### src/rtl/sop_equiv_sweeper_pkg.sv
// Shared definitions for the SOP equivalence sweeper.
// Holds the FSM state encoding and the helper that sizes the vector space.
package sop_equiv_sweeper_pkg;

  typedef enum logic [1:0] {
    StIdle  = 2'd0,
    StSweep = 2'd1,
    StDone  = 2'd2
  } state_e;

  localparam int unsigned DefNIn = 4;
  localparam int unsigned N_VEC  = 32'd1 << DefNIn;

  // Number of input vectors of an n_in-input function (2**n_in).
  function automatic int unsigned n_vec(input int unsigned n_in);
    return 32'd1 << n_in;
  endfunction

endpackage

### src/rtl/sop_equiv_sweeper_sop_eval.sv
// Combinational sum-of-products evaluator.
// Ports:
//   vec  - input vector under evaluation (bit N_IN-1 is input A)
//   care - per-term care masks, term t at [t*N_IN +: N_IN]
//   val  - per-term required literal values, same slicing
//   en   - per-term enables
//   sop  - OR of all enabled, satisfied product terms
module sop_eval #(
  parameter int unsigned N_IN    = 4,
  parameter int unsigned N_TERMS = 4
) (
  input  logic [N_IN-1:0]         vec,
  input  logic [N_TERMS*N_IN-1:0] care,
  input  logic [N_TERMS*N_IN-1:0] val,
  input  logic [N_TERMS-1:0]      en,
  output logic                    sop
);

  logic [N_TERMS-1:0] term_hit;

  for (genvar t = 0; t < N_TERMS; t++) begin : g_term
    // A term with an all-zero care mask matches every vector (constant 1).
    assign term_hit[t] = en[t] &&
                         (((vec ^ val[t*N_IN +: N_IN]) & care[t*N_IN +: N_IN]) == '0);
  end

  assign sop = |term_hit;

endmodule

### src/rtl/sop_equiv_sweeper.sv
// Sequential exhaustive equivalence checker for a programmable SOP against a
// reference truth table. A start pulse in idle snapshots the configuration,
// then every vector 0..2**N_IN-1 is evaluated one per clock.
// Ports:
//   clk, rst_n      - clock, asynchronous active-low reset
//   start           - begin a sweep (honoured only when idle)
//   ref_tt          - reference truth table, bit v = F(v)
//   term_care/val   - per-term care mask / literal values, term t at [t*N_IN +: N_IN]
//   term_en         - per-term enable
//   busy, done      - sweep in progress / one-cycle completion pulse
//   equal           - last completed sweep had zero mismatches
//   mismatch_cnt    - mismatching vector count of the last sweep
//   first_bad       - lowest mismatching vector (0 if none)
//   cur_vec         - vector currently under evaluation
module sop_equiv_sweeper
  import sop_equiv_sweeper_pkg::*;
#(
  parameter int unsigned N_IN    = 4,
  parameter int unsigned N_TERMS = 4
) (
  input  logic                      clk,
  input  logic                      rst_n,
  input  logic                      start,
  input  logic [(1<<N_IN)-1:0]      ref_tt,
  input  logic [N_TERMS*N_IN-1:0]   term_care,
  input  logic [N_TERMS*N_IN-1:0]   term_val,
  input  logic [N_TERMS-1:0]        term_en,
  output logic                      busy,
  output logic                      done,
  output logic                      equal,
  output logic [N_IN:0]             mismatch_cnt,
  output logic [N_IN-1:0]           first_bad,
  output logic [N_IN-1:0]           cur_vec
);

  localparam int unsigned NVec  = n_vec(N_IN);
  localparam int unsigned CntW  = N_IN + 1;
  localparam int unsigned TermW = N_TERMS * N_IN;

  state_e               state_q, state_d;
  logic [N_IN-1:0]      cur_vec_q, cur_vec_d;
  logic [CntW-1:0]      cnt_q, cnt_d;
  logic [N_IN-1:0]      first_bad_q, first_bad_d;
  logic                 equal_q, equal_d;

  // Shadow configuration so inputs may change freely during a sweep.
  logic [NVec-1:0]      ref_tt_q, ref_tt_d;
  logic [TermW-1:0]     care_q, care_d;
  logic [TermW-1:0]     val_q, val_d;
  logic [N_TERMS-1:0]   en_q, en_d;

  logic                 sop;
  logic                 mismatch;

  sop_eval #(
    .N_IN    (N_IN),
    .N_TERMS (N_TERMS)
  ) u_sop_eval (
    .vec  (cur_vec_q),
    .care (care_q),
    .val  (val_q),
    .en   (en_q),
    .sop  (sop)
  );

  assign mismatch = sop ^ ref_tt_q[cur_vec_q];

  always_comb begin
    state_d     = state_q;
    cur_vec_d   = cur_vec_q;
    cnt_d       = cnt_q;
    first_bad_d = first_bad_q;
    equal_d     = equal_q;
    ref_tt_d    = ref_tt_q;
    care_d      = care_q;
    val_d       = val_q;
    en_d        = en_q;

    unique case (state_q)
      StIdle: begin
        if (start) begin
          ref_tt_d    = ref_tt;
          care_d      = term_care;
          val_d       = term_val;
          en_d        = term_en;
          cnt_d       = '0;
          first_bad_d = '0;
          equal_d     = 1'b0;
          cur_vec_d   = '0;
          state_d     = StSweep;
        end
      end
      StSweep: begin
        if (mismatch) begin
          cnt_d = cnt_q + CntW'(1);
          if (cnt_q == '0) first_bad_d = cur_vec_q;
        end
        // Natural wrap returns cur_vec to 0 after the last vector.
        cur_vec_d = cur_vec_q + N_IN'(1);
        if (&cur_vec_q) begin
          equal_d = (cnt_d == '0);
          state_d = StDone;
        end
      end
      StDone: begin
        state_d = StIdle;
      end
      default: begin
        state_d = StIdle;
      end
    endcase
  end

  always_ff @(posedge clk or negedge rst_n) begin
    if (!rst_n) begin
      state_q     <= StIdle;
      cur_vec_q   <= '0;
      cnt_q       <= '0;
      first_bad_q <= '0;
      equal_q     <= 1'b0;
      ref_tt_q    <= '0;
      care_q      <= '0;
      val_q       <= '0;
      en_q        <= '0;
    end else begin
      state_q     <= state_d;
      cur_vec_q   <= cur_vec_d;
      cnt_q       <= cnt_d;
      first_bad_q <= first_bad_d;
      equal_q     <= equal_d;
      ref_tt_q    <= ref_tt_d;
      care_q      <= care_d;
      val_q       <= val_d;
      en_q        <= en_d;
    end
  end

  assign busy         = (state_q == StSweep);
  assign done         = (state_q == StDone);
  assign equal        = equal_q;
  assign mismatch_cnt = cnt_q;
  assign first_bad    = first_bad_q;
  assign cur_vec      = cur_vec_q;

endmodule

### config.mk
export PLATFORM = sky130hd
export DESIGN_NAME = sop_equiv_sweeper
export DESIGN_NICKNAME = d
export VERILOG_FILES = /design/src/rtl/sop_equiv_sweeper_pkg.sv /design/src/rtl/sop_equiv_sweeper_sop_eval.sv /design/src/rtl/sop_equiv_sweeper.sv
export SDC_FILE = /design/constraint.sdc
export NUM_CORES = 1
export LEC_CHECK = 0
export BUFFER_PORTS_ARGS = -buffer_cell sky130_fd_sc_hd__clkbuf_2
export CORE_ASPECT_RATIO = 0.8
export CORE_MARGIN = 4
export CORE_UTILIZATION = 39
export CTS_CLUSTER_DIAMETER = 60
export DETAILED_ROUTE_END_ITERATION = 6
export GPL_TIMING_DRIVEN = 0
export MAX_ROUTING_LAYER = met4
export PLACE_DENSITY = 0.61
export SETUP_SLACK_MARGIN = 0.3
export SYNTH_ARGS = -nofsm -noshare
export SYNTH_HDL_FRONTEND = slang
export SYNTH_SLANG_ARGS = --single-unit
### constraint.sdc
create_clock -name clk -period 3.1 [get_ports clk]
set_input_delay 0.155 -clock clk [delete_from_list [all_inputs] [get_ports clk]]
set_output_delay 0.155 -clock clk [all_outputs]
set_load 0.01 [all_outputs]
# Yosys cells after proc, flatten, opt, wreduce, memory -nomap -nowiden
# Cells that the tools add are included.
# W data, S select, Z words.
dict set report totals {
  register_bits 68
  wordCells 63
}
dict set report classes {
  addsub 2
  magnitude_cmp 1
  eq_ne 6
  n_mux 17
  bitwise 9
  reduce_logical 19
}
# operator count
set ops {}
lappend ops {{$and A4 B4 Y4} 4}
lappend ops {{$logic_not A4 Y1} 4}
lappend ops {{$pmux W4 S2} 2}
lappend ops {{$xor A4 B4 Y4} 4}
lappend ops {{$mux W5} 3}
lappend ops {{$mux W4} 3}
lappend ops {{$logic_not A5 Y1} 2}
lappend ops {{$pmux W5 S2} 1}
lappend ops {{$reduce_and A4 Y1} 2}
lappend ops {{$ne A2 B1 Y1 const B} 3}
lappend ops {{$reduce_and A2 Y1} 3}
lappend ops {{$add A5 B1 Y5 const B} 1}
lappend ops {{$lt A4 B5 Y1 const B} 1}
lappend ops {{$add A4 B1 Y4 const B} 1}
lappend ops {{$bmux W1 S4} 1}
lappend ops {{$logic_and A1 B1 Y1} 4}
lappend ops {{$mux W2} 2}
lappend ops {{$pmux W2 S2} 1}
lappend ops {{$reduce_or A4 Y1} 1}
lappend ops {{$mux W1} 3}
lappend ops {{$reduce_and A3 Y1} 1}
lappend ops {{$eq A2 B1 Y1 const B} 1}
lappend ops {{$eq A2 B2 Y1 const B} 1}
lappend ops {{$logic_not A2 Y1} 1}
lappend ops {{other kinds (4)} 4}

# Depth between registers and ports, before layout
# Gate-level depths: netlist of the first run.
dict set report depth {
  word_depth 11
  mapped_depth 10
  ltp_nobuf 7
}

# Modules after synthesis
# A second synthesis of the first run with hierarchy kept.
dict set report unflattened {
  cells_unflattened 234
  hier_area_um2 3113.0
}
# mod instances cells_per_inst area_per_inst_um2
set modules_own_cells {}
lappend modules_own_cells {sop_equiv_sweeper 1 205 2891.5}
lappend modules_own_cells {sop_eval 1 29 221.5}

# Worst setup path after synthesis of the first run
# OpenSTA, ideal clock, no wires.
dict set report synth_timing {
  path_kind {register -> register}
  start {register cur_vec_q[0], in the netlist cur_vec[0]}
  end {register first_bad_q[0], in the netlist first_bad[0]}
  setup_ns 0.121
  arrival_ns 2.068
  t_required_ns 2.979
  path_slack_ns 0.911
  path_stages_with_launch 8
  path_buffers 1
  path_cell_list {dfrtp_1 buf_4 mux4_2 o22ai_1 a21oi_2 xnor2_1 or3_4 a32o_2}
}
dict set report synth_via {
  elab_chain_cells 8
  elab_cells_between_ends 25
  classes_between {eq/ne (1); mux (5); bitwise (9); reduce/logical (10)}
}
# element line_no
set synth_lines {}
lappend synth_lines {{start: declaration} sop_equiv_sweeper.sv:41} ;# logic [N_IN-1:0] cur_vec_q, cur_vec_d;
lappend synth_lines {{start signal: assignment} sop_equiv_sweeper.sv:127} ;# cur_vec_q <= cur_vec_d;
lappend synth_lines {{$xor A4 B4 Y4} sop_equiv_sweeper_sop_eval.sv:24} ;# (((vec ^ val[t*N_IN +: N_IN]) & care[t*N_IN +: N_IN]) == '0);
lappend synth_lines {{$and A4 B4 Y4} sop_equiv_sweeper_sop_eval.sv:24}
lappend synth_lines {{$logic_not A4 Y1} sop_equiv_sweeper_sop_eval.sv:24}
lappend synth_lines {{$logic_and A1 B1 Y1} sop_equiv_sweeper_sop_eval.sv:23} ;# assign term_hit[t] = en[t] &&
lappend synth_lines {{$reduce_or A4 Y1} sop_equiv_sweeper_sop_eval.sv:27} ;# assign sop = |term_hit;
lappend synth_lines {{$xor A1 B1 Y1} sop_equiv_sweeper.sv:66} ;# assign mismatch = sop ^ ref_tt_q[cur_vec_q];
lappend synth_lines {{$ne A2 B1 Y1 (no line)} --}
lappend synth_lines {{$reduce_and A4 Y1 (no line)} --}
lappend synth_lines {{end signal: assignment} sop_equiv_sweeper.sv:129} ;# first_bad_q <= first_bad_d;
lappend synth_lines {{end: declaration} sop_equiv_sweeper.sv:43} ;# logic [N_IN-1:0] first_bad_q, first_bad_d;
# Several ways; a longest one is shown, not always the timed one. The select of a mux whose other input is x is not followed.
# A chain may end at the register's enable or synchronous reset.

# Final worst setup path of the first run
dict set report layout_timing {
  start {register cur_vec_q[0], in the netlist cur_vec[0]}
  end {register first_bad_q[1], in the netlist first_bad[1]}
}
dict set report layout_via {
  elab_chain_cells 8
  elab_cells_between_ends 22
  classes_between {eq/ne (1); mux (2); bitwise (9); reduce/logical (10)}
}
# element line_no
set layout_lines {}
lappend layout_lines {{$xor A4 B4 Y4} sop_equiv_sweeper_sop_eval.sv:24}
lappend layout_lines {{$and A4 B4 Y4} sop_equiv_sweeper_sop_eval.sv:24}
lappend layout_lines {{$logic_not A4 Y1} sop_equiv_sweeper_sop_eval.sv:24}
lappend layout_lines {{$logic_and A1 B1 Y1} sop_equiv_sweeper_sop_eval.sv:23}
lappend layout_lines {{$reduce_or A4 Y1} sop_equiv_sweeper_sop_eval.sv:27}
lappend layout_lines {{$xor A1 B1 Y1 (*)} sop_equiv_sweeper.sv:66}
lappend layout_lines {{$ne A2 B1 Y1 (no line) (*)} --}
lappend layout_lines {{$reduce_and A4 Y1 (no line) (*)} --}
# Every way passes the cells marked *; elsewhere a longest branch is shown, timed or not. The select of a mux whose other input is x is not followed.

==> results.yml, run 1 <==
routing:
  drt-initial-drc-count: 167
  wire_per_inst_um: 13.6
  totalWireLength_mm: 7.98
  vias: 2755
  route.detailed.drc: 0
  viasPerCell: 4.70
  ant_nets: 0
  dr.pass1.iters: 6
clock_tree:
  clock_latency_ps: 340
  path_clk_slew_ps: 70
  clock_path_buffers: 2
  ctsResizeCount: 0
  cts_tree: "yes"
  cts-root-buf: "clkbuf_8"
  clock_sinks: 68
  htreeDepth: 3
  cts_made_buffers: 9
placed_design:
  dpl.hpwl_mm: 5.66
  place_congestion: 0.795
  placed_cells: 538
  io_buffers: 70
  dp_slack_ps: 647
synthesis:
  syn_nets: 417
  synth_warnings: 0
  synthTopCellsByCount: "nand2_1 (173), dfrtp_1 (68), xor2_1 (17)"
  seq_area_frac_synth_pct: 52.6
  ys_types: 43
  ys_ff_latch: 68
  syn_area_um2: 3240
  synth-edff-count: 0
  post-synth-top-count-cell: "nand2_1"
  synthArstFlopShare_pct: 100
  syn_inst: 359
  synth_area_per_cell_um2: 9.02
  synth_top_cell_area_share_pct: 52.6
  synth_top_flop_cell: "dfrtp_1"
  synth_area_leaders: "dfrtp_1 (53%), nand2_1 (20%), xor2_1 (4.6%), clkbuf_1 (1.6%), nand3_1 (1.5%)"
  synth_top_area_cell: "dfrtp_1"
pwr:
  powerDensity_nw_per_um2: 1080
  p_leak_nw: 2.22
  irDropWorstVdd_uv: 377
worst_setup_path:
  endpoint_kind: "flop"
  critPathSlowestCell: "dfrtp_1"
  r2r_setup_slack_ps: 640
  crit_required_ps: 3370
  crit_type: "reg2reg"
  crit_path_frequent_cell: "buf_4"
  startpoint_type: "flop"
  arrival_ps: 2730
  critPathMaxStageDelay_ps: 390
  crit_fanout: 10
  crit_chain: "buf_4 > buf_8 > mux2i_1 > o221ai_1 > o22ai_1 > a21oi_2 > xnor2_1 > buf_4 > mux2_1 > nand2_1"
timing:
  whs_ps: 13.1
  final-max-slew-violation-count: 0
  hold_viol: 0
  rsz0062_at_grt: "false"
  timing.final.ws_setup_ps: 643
  slew_headroom_pct: 65.4
  min_period_ps: 2460
  post-route-period-util_pct: 79.3
  worstMarginPinSlew_ps: 518
  fmax_ghz: 0.407
  fin_worst_skew_ps: 10.7
  tns_ps: 0
  setup_viol: 0
finish:
  diodes: 0
  fin_util_pct: 52.8
  syn2layout_area_growth_pct: 30.8
  nFillCells: 771
  drive_gt1_share_pct: 22.2
  layout.cells.non_filler: 586
  fin_nets: 531
floorplanning:
  die_area_um2: 9830
  io_pins: 71
  row_count: 29
  start_util_pct: 40.4
  die_h_um: 89.5
  die_x_um: 110
  coreArea_um2: 8020
grt:
  grt_pass1_vias: 2808
  met2_usage_pct: 29.0
  grt_antenna_before_repair: 0
  met1_usage_pct: 24.1
  grt_pass1_wl_mm: 13.4
  grt_util_met3_pct: 4.40
  grt_max_degree: 41
  gr-total-overflow: 0
  grt_usage_pct: 18.5
  grt_most_used_layer: "met2"
min_path:
  hold_path_class: "in2reg"
flow_run:
  max-cap-violations: 0
outcome:
  outcome: "finished clean"
==> stage by stage <==
stage               total power, mW  area [µm²]
floorplan                      3.29        3240
global placement               3.87        3720
detailed placement             3.94        3740
CTS                            4.62        4230
global route                   5.02        4230
finish                         4.56        4230
==> timing repair <==
| item | CTS | global route |
|---|---|---|
| endpoints found under the hold margin | 59 | 0 |
| hold buffers | 32 | 0 |
| buffers inserted | 0 | 0 |
==> critical path: cells and delay by family (launching register included) <==
family                 cells  cell delay [ps]
AO/OA/AOI/OAI              3              420
XOR/XNOR                   1              370
AND/OR/NAND/NOR            1               60
multiplexers               2              520
buffers and inverters      3              620
flip-flops                 1              390
==> layer usage <==
| metal | share of wire (%) | up-vias | routed length, µm |
|---|---|---|---|
| met5 | 0 | - | 0 |
| met4 | 1.1 | 0 | 87 |
| met3 | 5.1 | 11 | 409 |
| met2 | 46 | 67 | 3640 |
| met1 | 48 | 1280 | 3850 |
| li1 | - | 1397 | - |
==> registers in the layout, summed over array words and instances, names as in the netlist <==
register and flops:
mismatch_cnt 5, val_q 16, care_q 16, state_q 2, equal 1, first_bad 4
ref_tt_q 16, cur_vec 4, en_q 4
==> area by class of cell <==
class                      instances  area, µm²  area share (%)
buffer                            22        139            3.28
clock buffer                      10        128            3.02
clock inverter                     6       40.0           0.946
inverter                           5       18.8           0.443
multi-input combinational        264       1380            32.5
sequential                        68       1700            40.2
tap                              108        135            3.19
timing repair buffer             103        693            16.4
==> final timing paths <==
path                                        start                       end  cells after the start
setup / recovery           cur_vec[0]$_DFFE_PN0P_  first_bad[1]$_DFFE_PN0P_                     10
hold / removal                       term_care[4]     care_q[4]$_DFFE_PN0P_                      3
setup reg to reg           cur_vec[0]$_DFFE_PN0P_  first_bad[1]$_DFFE_PN0P_                     10
hold reg to reg             care_q[4]$_DFFE_PN0P_     care_q[4]$_DFFE_PN0P_                      2
max in group asynchronous                   rst_n  first_bad[1]$_DFFE_PN0P_                      3
min in group asynchronous                   rst_n      val_q[5]$_DFFE_PN0P_                      2
==> cell usage in the layout, fill, tap and decap left out, types with 4 or more instances in the layout <==
cell type      synthesis  layout
nand3_1               10      10
nand2_1              173     173
nor2_1                 6       6
clkbuf_1              14      15
o21ai_1                4       4
xor2_1                17      17
inv_1                  4       4
dfrtp_1               68      68
mux2i_1                4       4
clkbuf_8               0       9
clkbuf_2               0      69
dlygate4sd3_1          0      32
a21oi_1                4       4
a222oi_1               4       4
==> kinds of logic (layout without fill, tap and decap cells) <==
logic type	count (synthesis)	in the layout	synth area share, %
simple gates	206	206	26.2
fa+ha+maj	3	3	1.16
flops	68	68	52.6
xor+xnor	19	19	5.14
mux	7	7	2.98
compound gates	29	29	7.11
buf+inv	27	146	4.87
==> where the power goes <==
group | leakage [nW] | internal [mW] | switching [mW] | total [mW]
sequential | 0.849 | 1.32 | 0.266 | 1.58
clock | 0.0864 | 0.290 | 0.344 | 0.635
combinational | 1.28 | 0.973 | 1.37 | 2.34
Power figures use the tool's default switching activity.
==> run 2: changes to the inputs <==
- ABC_AREA: unset -> 1
- PLACE_DENSITY: 0.61 -> 0.6
- clock period: 3.1 -> 2.28 ns (I/O delays scaled with it)
==> run 2 against run 1 <==
  * Sequential power is 39% higher
  * Cell area is 15% higher
  * Area after synthesis is 6.8% higher
  * Wire length is 25% higher
  * Sequential share of layout area is 5.1 points lower
  * Die area is 6.2% higher
  * Synthesized cell count is 28% higher
  * Critical path depth is 5 higher
  * Maximum frequency is 25% higher
  * Critical path type unchanged
  * Flip-flop and latch count stayed put
  * Clock skew is 0.99 ps lower
==> results.yml, run 2 <==
worst_setup_path:
  rr_startpoint: "cur_vec[0]$_DFFE_PN0P_"
  crit_type: "reg2reg"
  r2r_setup_slack_ps: 310
  arrival_ps: 2220
  r2r-end: "first_bad[1]$_DFFE_PN0P_"
  startpoint_type: "flop"
  endpoint_kind: "flop"
  ff2ff_path_depth: 15
  crit_required_ps: 2520
  crit_fanout: 8
grt:
  grt_pass1_vias: 3315
  grt_usage_pct: 20.4
  grt_antenna_before_repair: 0
  grt_pass1_wl_mm: 16.3
  grt_max_degree: 41
  gr-total-overflow: 0
placed_design:
  io_buffers: 70
  place_congestion: 0.853
  dpl.hpwl_mm: 6.86
  placed_cells: 644
floorplanning:
  start_util_pct: 40.4
  die_x_um: 113
  die_h_um: 92.2
  coreArea_um2: 8560
  row_count: 30
  io_pins: 71
  die_area_um2: 10400
synthesis:
  ys_ff_latch: 68
  synthSimpleGateAreaFrac_pct: 35.6
  synth_area_leaders: "dfrtp_1 (49%), nand2_1 (22%), nand3_1 (5.1%), inv_1 (4.0%), nor2_1 (3.9%)"
  synth_area_per_cell_um2: 7.50
  syn_inst: 461
  synth_top_family_by_area: "simple AND/OR/NAND/NOR gates"
  synth_top_area_cell: "dfrtp_1"
  syn_area_um2: 3460
  ys_types: 31
  synth_warnings: 0
  synth-edff-count: 0
  synth_top_flop_cell: "dfrtp_1"
  synthTopCellsByCount: "nand2_1 (205), dfrtp_1 (68), inv_1 (37)"
  post-synth-top-count-cell: "nand2_1"
  seq_area_frac_synth_pct: 49.2
  synth_top_cell_area_share_pct: 49.2
  synthXorXnorAreaFrac_pct: 0.760
  synth.mux.area_fraction_pct: 0
  synth_compound_area_share_pct: 5.97
  syn_nets: 519
  synth_fa_ha_area_share_pct: 1.09
  synthArstFlopShare_pct: 100
finish:
  layout.cells.non_filler: 717
  reg_top3: "care_q x16, ref_tt_q x16, val_q x16"
  final_cell_mix: "nand2_1 (200), clkbuf_2 (70), dfrtp_1 (67)"
  syn2layout_area_growth_pct: 40.3
  fin_nets: 658
  diodes: 0
  drive_gt1_share_pct: 24.3
  final_common_cell: "nand2_1"
timing:
  min_period_ps: 1970
  setup_viol: 0
  post-route-period-util_pct: 86.6
  final-max-slew-violation-count: 0
  fin_worst_skew_ps: 9.70
  rsz0062_at_grt: "true"
  slew_headroom_pct: 64.4
  whs_ps: 8.69
  fmax_ghz: 0.507
  worstMarginPinSlew_ps: 534
  tns_ps: 0
  hold_viol: 0
pwr:
  power_mw: 7.20
  p_leak_nw: 2.53
  irDropWorstVdd_uv: 623
  powerDensity_nw_per_um2: 1480
clock_tree:
  cts_made_buffers: 9
  clock_sinks: 68
  path_clk_slew_ps: 80
  clock_latency_ps: 350
  cts_tree: "yes"
  cts-root-buf: "clkbuf_8"
  clock_path_buffers: 2
  htreeDepth: 3
min_path:
  hold_path_class: "in2reg"
  hold_depth: 3
  whs_endpoint: "care_q[12]$_DFFE_PN0P_"
  holdCritStartpoint: "term_care[12]"
routing:
  wire_per_inst_um: 13.9
  totalWireLength_mm: 9.94
  dr.pass1.iters: 4
  ant_nets: 0
  route.detailed.drc: 0
  vias: 3367
  viasPerCell: 4.70
  drt-initial-drc-count: 191
flow_run:
  max-cap-violations: 0
outcome:
  outcome: "finished clean"
[run 2: cell count changes in the layout (fill, tap and decap cells not counted), moves of 9 or more]
cell,delta
nand3_1,+23
o21ai_0,+22
inv_1,+30
dlygate4sd3_1,+18
nor2_2,+9
nand2_1,+27
xor2_1,-15
nor2_1,+22
[run 2: worst max-delay path by stage]
| stage | startpoint | end | slack [ps] | depth (start not counted) |
|---|---|---|---|---|
| after floorplan | cur_vec[0]$_DFFE_PN0P_ | first_bad[3]$_DFFE_PN0P_ | 510 | 14 |
| after global placement | state_q[1]$_DFFE_PN0P_ | en_q[0]$_DFFE_PN0P_ | 290 | 7 |
| after detailed placement | state_q[1]$_DFFE_PN0P_ | ref_tt_q[14]$_DFFE_PN0P_ | 290 | 7 |
| after CTS | cur_vec[3]$_DFFE_PN0P_ | first_bad[3]$_DFFE_PN0P_ | 320 | 15 |
| after global routing | cur_vec[0]$_DFFE_PN0P_ | first_bad[1]$_DFFE_PN0P_ | 180 | 16 |
| final | cur_vec[0]$_DFFE_PN0P_ | first_bad[1]$_DFFE_PN0P_ | 310 | 15 |
[run 2: routing by layer]
metal  vias to the layer above  part of all wire, %  GRT usage, %
met1                      1551                   49          28.7
met5                         -                    0             -
met3                         7                  6.2          4.42
li1                       1702                    -             -
met4                         0                 0.88          5.71
met2                       107                   44          29.9
[run 2: final cells by class]
cell class | instances | area (µm²)
Buffer | 17 | 119
Timing Repair Buffer | 128 | 943
Sequential cell | 68 | 1700
Fill cell | 817 | 3710
Clock inverter | 4 | 47.5
Clock buffer | 12 | 155
Multi-Input combinational cell | 335 | 1580
Tap cell | 112 | 140
Inverter | 41 | 161
[run 2: logic make-up (layout without fill, tap and decap cells)]
group	Yosys count	in the layout
DFF	68	68
xor gates and xnor gates	3	3
AOI/OAI and AO/OA	34	34
buffers and inverters	58	202
and+or+nand+nor	295	295
adders and majority gates	3	3
[run 2: repair_timing]
| action | in CTS | in global routing |
|---|---|---|
| hold endpoints to repair | 77 | 0 |
| hold buffers | 50 | 0 |
| gates resized for setup | 2 | 35 |
| pin swaps | 0 | 11 |
| setup endpoints to repair | 8 | 13 |
| buffers inserted | 1 | 5 |
| gates cloned | 0 | 1 |
[run 2: critical path: stages, from the launching register on]
cell       delay [ps]
dfrtp_1           380
buf_6             160
inv_6              50
clkbuf_16         150
nand2_4            60
nand3_2            70
nand3_2           100
nor2_4             50
nor2_4            140
nand2_2            90
nand2_4           110
nand2_4            80
o21ai_4           160
nand2_4           120
nand2_2           100
o21ai_2            50
[run 2: report_power, final]
| part | total (mW) | switching, mW | internal, mW |
|---|---|---|---|
| logic | 3.98 | 2.47 | 1.51 |
| clock network | 1.03 | 0.467 | 0.562 |
| registers | 2.19 | 0.386 | 1.81 |
| total | 7.20 | 3.32 | 3.88 |
[run 2: metrics by stage]
stage          setup WS (ps)  area, µm²  utilization, %
2_1_floorplan            509       3460               -
3_3_place_gp             287       3950            46.1
3_5_place_dp             294       3970            46.4
4_1_cts                  318       4690            54.8
5_1_grt                  184       4850            56.7
6_report                 307       4850            56.7
